[config.mk]
export PLATFORM = sky130hd
export DESIGN_NAME = dmem_responder
export DESIGN_NICKNAME = d
export VERILOG_FILES = /design/src/rtl/dmem_pkg.sv /design/src/rtl/dmem_array.sv /design/src/rtl/dmem_responder.sv
export SDC_FILE = /design/constraint.sdc
export NUM_CORES = 2
export LEC_CHECK = 0
export ABC_CLOCK_PERIOD_IN_PS = 5200
export BUFFER_PORTS_ARGS = -buffer_cell sky130_fd_sc_hd__buf_4
export CELL_PAD_IN_SITES_DETAIL_PLACEMENT = 1
export CELL_PAD_IN_SITES_GLOBAL_PLACEMENT = 1
export CORE_ASPECT_RATIO = 0.9
export CORE_MARGIN = 2
export CORE_UTILIZATION = 45
export DETAILED_ROUTE_END_ITERATION = 7
export PLACE_DENSITY = 0.7
export SYNTH_ARGS = -nofsm -noshare
export SYNTH_HDL_FRONTEND = slang
export SYNTH_SLANG_ARGS = --single-unit
[constraint.sdc]
create_clock -name clk -period 5.2 [get_ports clk]
set_input_delay 1.3 -clock clk [delete_from_list [all_inputs] [get_ports clk]]
set_output_delay 1.3 -clock clk [all_outputs]
set_load 0.01 [all_outputs]
[src/rtl/dmem_pkg.sv]
// Shared types, widths and the access-legality check for the data-memory responder.
package dmem_pkg;

    localparam int XLEN   = 64;
    localparam int STRB_W = XLEN / 8;

    typedef enum logic [1:0] {
        IDLE = 2'd0,
        BUSY = 2'd1,
        RESP = 2'd2
    } state_t;

    // An access is illegal when it is not doubleword aligned or falls past the last word.
    function automatic logic err_of(input logic [XLEN-1:0] addr, input int unsigned depth);
        logic [XLEN-1:0] limit;
        limit  = XLEN'(depth) << 3;
        err_of = (addr[2:0] != 3'd0) || (addr >= limit);
    endfunction

endpackage

[src/rtl/dmem_array.sv]
// Doubleword storage: synchronous byte-strobed write, asynchronous read, no reset.
module dmem_array
    import dmem_pkg::*;
#(
    parameter int DEPTH_WORDS = 64,
    parameter int AW          = $clog2(DEPTH_WORDS)
) (
    input  logic              clk,
    input  logic              we,
    input  logic [AW-1:0]     addr,
    input  logic [XLEN-1:0]   wdata,
    input  logic [STRB_W-1:0] strb,
    output logic [XLEN-1:0]   rdata
);

    logic [XLEN-1:0] mem_r [DEPTH_WORDS];

    // Commit only the enabled byte lanes of the addressed word.
    always_ff @(posedge clk) begin
        if (we) begin
            for (int i = 0; i < STRB_W; i++) begin
                if (strb[i]) begin
                    mem_r[addr][8*i +: 8] <= wdata[8*i +: 8];
                end
            end
        end
    end

    assign rdata = mem_r[addr];

endmodule

[src/rtl/dmem_responder.sv]
// Load/store slave with a programmable access latency and valid/ready on both request and response.
module dmem_responder
    import dmem_pkg::*;
#(
    parameter int DEPTH_WORDS = 64,
    parameter int LATENCY     = 2
) (
    input  logic              clk,
    input  logic              rst_n,
    input  logic              req_valid,
    output logic              req_ready,
    input  logic              req_write,
    input  logic [XLEN-1:0]   req_addr,
    input  logic [XLEN-1:0]   req_wdata,
    input  logic [STRB_W-1:0] req_strb,
    output logic              rsp_valid,
    input  logic              rsp_ready,
    output logic [XLEN-1:0]   rsp_rdata,
    output logic              rsp_err
);

    localparam int         AW       = $clog2(DEPTH_WORDS);
    localparam logic [3:0] CNT_INIT = 4'(LATENCY - 1);

    state_t              state_r, state_next_s;
    logic [3:0]          cnt_r;
    logic                req_ready_r, rsp_valid_r, rsp_err_r;
    logic [XLEN-1:0]     rsp_rdata_r;
    logic                write_r;
    logic [XLEN-1:0]     addr_r, wdata_r;
    logic [STRB_W-1:0]   strb_r;

    logic                accept_s, finish_s, handshake_s, err_s, we_s;
    logic [XLEN-1:0]     rd_word_s;

    assign accept_s    = req_valid && req_ready_r;
    assign finish_s    = (state_r == BUSY) && (cnt_r == 4'd0);
    assign handshake_s = rsp_valid_r && rsp_ready;
    assign err_s       = err_of(addr_r, DEPTH_WORDS);
    // The commit happens on the BUSY->RESP edge, so a reset while still in BUSY drops the store.
    assign we_s        = finish_s && write_r && !err_s;

    dmem_array #(
        .DEPTH_WORDS (DEPTH_WORDS),
        .AW          (AW)
    ) u_array (
        .clk   (clk),
        .we    (we_s),
        .addr  (addr_r[AW+2:3]),
        .wdata (wdata_r),
        .strb  (strb_r),
        .rdata (rd_word_s)
    );

    // Next-state logic for the single-outstanding-request FSM.
    always_comb begin
        state_next_s = state_r;
        case (state_r)
            IDLE: begin
                if (accept_s) state_next_s = BUSY;
                else          state_next_s = IDLE;
            end
            BUSY: begin
                if (cnt_r == 4'd0) state_next_s = RESP;
                else               state_next_s = BUSY;
            end
            RESP: begin
                if (handshake_s) state_next_s = IDLE;
                else             state_next_s = RESP;
            end
            default: state_next_s = IDLE;
        endcase
    end

    // State, latency counter and the registered handshake flags.
    always_ff @(posedge clk or negedge rst_n) begin
        if (!rst_n) begin
            state_r     <= IDLE;
            cnt_r       <= 4'd0;
            req_ready_r <= 1'b0;
            rsp_valid_r <= 1'b0;
        end else begin
            state_r     <= state_next_s;
            req_ready_r <= (state_next_s == IDLE);
            rsp_valid_r <= (state_next_s == RESP);
            if (accept_s) begin
                cnt_r <= CNT_INIT;
            end else if ((state_r == BUSY) && (cnt_r != 4'd0)) begin
                cnt_r <= cnt_r - 4'd1;
            end else begin
                cnt_r <= cnt_r;
            end
        end
    end

    // Request capture on acceptance.
    always_ff @(posedge clk or negedge rst_n) begin
        if (!rst_n) begin
            write_r <= 1'b0;
            addr_r  <= {XLEN{1'b0}};
            wdata_r <= {XLEN{1'b0}};
            strb_r  <= {STRB_W{1'b0}};
        end else if (accept_s) begin
            write_r <= req_write;
            addr_r  <= req_addr;
            wdata_r <= req_wdata;
            strb_r  <= req_strb;
        end
    end

    // Response payload is loaded once on entry to RESP and then held until the handshake.
    always_ff @(posedge clk or negedge rst_n) begin
        if (!rst_n) begin
            rsp_rdata_r <= {XLEN{1'b0}};
            rsp_err_r   <= 1'b0;
        end else if (finish_s) begin
            rsp_rdata_r <= (write_r || err_s) ? {XLEN{1'b0}} : rd_word_s;
            rsp_err_r   <= err_s;
        end
    end

    assign req_ready = req_ready_r;
    assign rsp_valid = rsp_valid_r;
    assign rsp_rdata = rsp_rdata_r;
    assign rsp_err   = rsp_err_r;

endmodule

==> impl_metrics.yaml <==
sta:
  drv_slew: 0
  setup_tns_ns: 0
  maxSlewHeadroom_pct: 9.811
  finalHoldViolations: 0
  tightest_slew_ns: 1.351
  worst_slack_ns: 0.6323
  post-route-min-period_ns: 4.568
  period_share_pct: 87.84
  rsz0062_at_grt: "no"
  max_freq_mhz: 218.9
  skew_ns: 0.05511
  setup_viol: 0
clock_network:
  clock_latency_ns: 1.00
  cts_tree: "done"
  clk_pin_slew_ns: 0.06
  cts_hold_buf: 0
  cts_made_buffers: 430
  clockBufferDepth: 4
  cts_resized: 0
  cts-root-buf: "clkbuf_16"
  cts_num_sinks: 4306
  h-tree-depth: 5
  post_cts_buffers: 0
critical_path:
  endpoint_kind: "flop"
  max_stage_delay_ns: 1.01
  cp.arrival_ns: 5.19
  reg2reg_slack_ns: 0.63
  cp-start-kind: "flop"
  cp_cell_sequence: "inv_8, nor2_1, nand2_1, buf_4, nor2_1"
  cpMostUsedCell: "nor2_1"
  path_class: "flop to flop"
  critPathBufInv: 2
  critPathTopFamily: "simple AND/OR/NAND/NOR gates"
  cp.required_ns: 5.82
  worstPathMaxFanout: 44
  worst_path_max_delay_cell: "nor2_1"
power:
  p_int_w: 0.07204
  netSwitchingFraction_pct: 37.16
  p_leak_nw: 59.39
  finalPower_w: 0.1146
  switchingPower_w: 0.04261
  irDropWorstVdd_uv: 657.2
  pwr-share-clk_pct: 27.6
  pwr_density_cell_nw_per_um2: 608.4
  pwr-share-seq_pct: 39.1
  p_comb_share_pct: 33.3
floorplanning:
  initial_core_util_pct: 45.12
  ios: 208
  die_area_um2: 372300
  rows: 211
  core_area_um2: 366400
  chipHeight_um: 579.0
  die_w_um: 642.9
place:
  placed_cell_area_um2: 174100
  dp_slack_ns: 0.8624
  gp_congestion: 0.9359
  port_buffers: 207
  hpwlAfterDp_mm: 369.2
detailed_routing:
  wl_met2_mm: 263.1
  drtIter0Drc: 16180
  drc_errors: 0
  post_drt_wl_per_cell_um: 40.15
  vias_per_cell: 6.746
  finalWirelength_mm: 601.9
  first_pass_iters: 6
  antenna_left: 0
  m1WireLength_mm: 224.7
  vias: 101100
  route.met3.wl_mm: 75.52
  topRoutingLayerUsed: "met5"
global_routing:
  grt_max_degree: 118
  grt_pass1_wl_mm: 827.4
  grt_pass1_vias: 100100
  grt_util_all_layers_pct: 31.74
  grt.overflow.total: 0
  antenna_found_initial: 46
cells_and_area:
  final_area_um2: 188400
  final_cell_mix: "4,096 x edfxtp_1, 768 x nor2_1, 612 x o22ai_1"
  layout-drive-gt1-share_pct: 21.62
  layout.nets: 9792
  multi_input_area_um2: 34220
  register_area_um2: 128300
  fillers: 33480
  area_growth_pct: 13.98
  layout_commonest_cell: "edfxtp_1"
synth:
  ys_seq_elements: 4306
  synth-edff-count: 4096
  synth.cell_area_um2: 165300
  postSynthCellCount: 9277
  synth_ff_type: "edfxtp_1"
  postSynthAreaPerCell_um2: 17.82
  yosysSeqAreaShare_pct: 77.57
  syn_nets: 9420
  async_flop_share_pct: 4.877
  yosysUniqueCellTypes: 67
  synth-warning-count: 0
outcome:
  status: "finished, final reports clean"
hold_path:
  hp-class: "input pin to asynchronous set/reset pin"
flow_run:
  max_cap_violations: 0
-- cells in the mapped netlist (13+ instances only) --
library cell  instances  area share, %
nand3_1              16          0.048
edfxtp_1           4096             74
mux4_2              287            3.9
buf_1                77           0.17
o221ai_1            519            2.7
a2bb2oi_1            50           0.26
buf_4                42           0.19
a221oi_1             86           0.46
nor2b_1              28           0.11
nor4_1               32           0.12
inv_1                13          0.030
nor2_1              776            1.8
a2111oi_0            27           0.14
a211oi_1             62           0.28
a221o_1              19           0.12
nand2b_1             18          0.068
o22a_1               46           0.24
a22o_1               43           0.23
o21ai_0             196           0.59
mux2i_1             200            1.2
nand2_1             285           0.65
clkbuf_1            334           0.76
nor3_1               17          0.051
buf_2               226           0.68
a21oi_1             190           0.58
mux2_2              489            3.3
a32o_1               28           0.17
a22oi_1             101           0.46
o22ai_1             612            2.3
dfrtp_1             210            3.2
-- power groups by stage --
stage                     Clock, W  Combinational [W]  Sequential [W]
after global routing        0.0329             0.0388          0.0449
final                       0.0317             0.0381          0.0449
after global placement           0             0.0358          0.0455
after floorplan                  0             0.0176          0.0470
after detailed placement         0             0.0368          0.0456
after CTS                   0.0317             0.0371          0.0448
-- worst reg2reg max path, cell delays in order, from the launching register on --
cell and delay (ns):
dfrtp_4 0.94, inv_8 0.34, nor2_1 1.01, nand2_1 0.68, buf_4 0.52, nor2_1 0.70
-- final timing paths --
check | to | cells past startpoint | startpoint
max in group asynchronous | addr_r[4]$_DFFE_PN0P_ | 2 | rst_n
worst min register to register | u_array.mem_r[41][29]$_DFFE_PP_ | 0 | wdata_r[29]$_DFFE_PN0P_
min in group clk | u_array.mem_r[41][29]$_DFFE_PP_ | 0 | wdata_r[29]$_DFFE_PN0P_
worst max-delay path | u_array.mem_r[38][20]$_DFFE_PP_ | 5 | addr_r[5]$_DFFE_PN0P_
worst min-delay path | wdata_r[42]$_DFFE_PN0P_ | 1 | rst_n
worst max register to register | u_array.mem_r[38][20]$_DFFE_PP_ | 5 | addr_r[5]$_DFFE_PN0P_
-- per-stage QoR --
stage                     std cells  hold WS, ns  util (%)
final                         14990       0.3360     51.43
after global routing          14930       0.3868     51.38
after CTS                     14930       0.3394     51.38
after detailed placement      14120       0.4656     47.52
after global placement        14120       0.4613     47.52
after floorplan                9277       0.4585         -
-- per-layer routing --
| layer | GRT usage (%) | vias to the layer above |
|---|---|---|
| li1 | - | 39020 |
| met1 | 42.04 | 53290 |
| met2 | 46.37 | 7381 |
| met3 | 10.07 | 1400 |
| met4 | 18.37 | 30 |
| met5 | 0 | - |
-- cell type report --
| type | count | share of cell area [%] |
|---|---|---|
| clock inverter | 234 | 1.273 |
| multi-input combinational | 4271 | 18.16 |
| inverter | 16 | 0.04382 |
| clock buffer | 576 | 6.232 |
| timing repair buffer | 624 | 2.847 |
| sequential | 4306 | 68.11 |
| antenna | 65 | 0.08632 |
| tap | 4899 | 3.253 |
-- state kept, by name, indices dropped and copies added (netlist names) --
register       flops
rsp_rdata         64
write_r            1
strb_r             8
req_ready          1
wdata_r           64
u_array.mem_r   4096
rsp_valid          1
rsp_err            1
addr_r            64
cnt_r              4
state_r            2
-- logic make-up after synthesis --
logic type	count (synthesis)	share of synthesized area, %
mux	976	8.451
xor+xnor	3	0.01589
simple gates	1225	3.037
flops	4306	77.57
compound gates	2065	9.033
fa+ha+maj	2	0.01513
buf+inv	700	1.878
No activity file was read; power rests on OpenSTA's default activity.
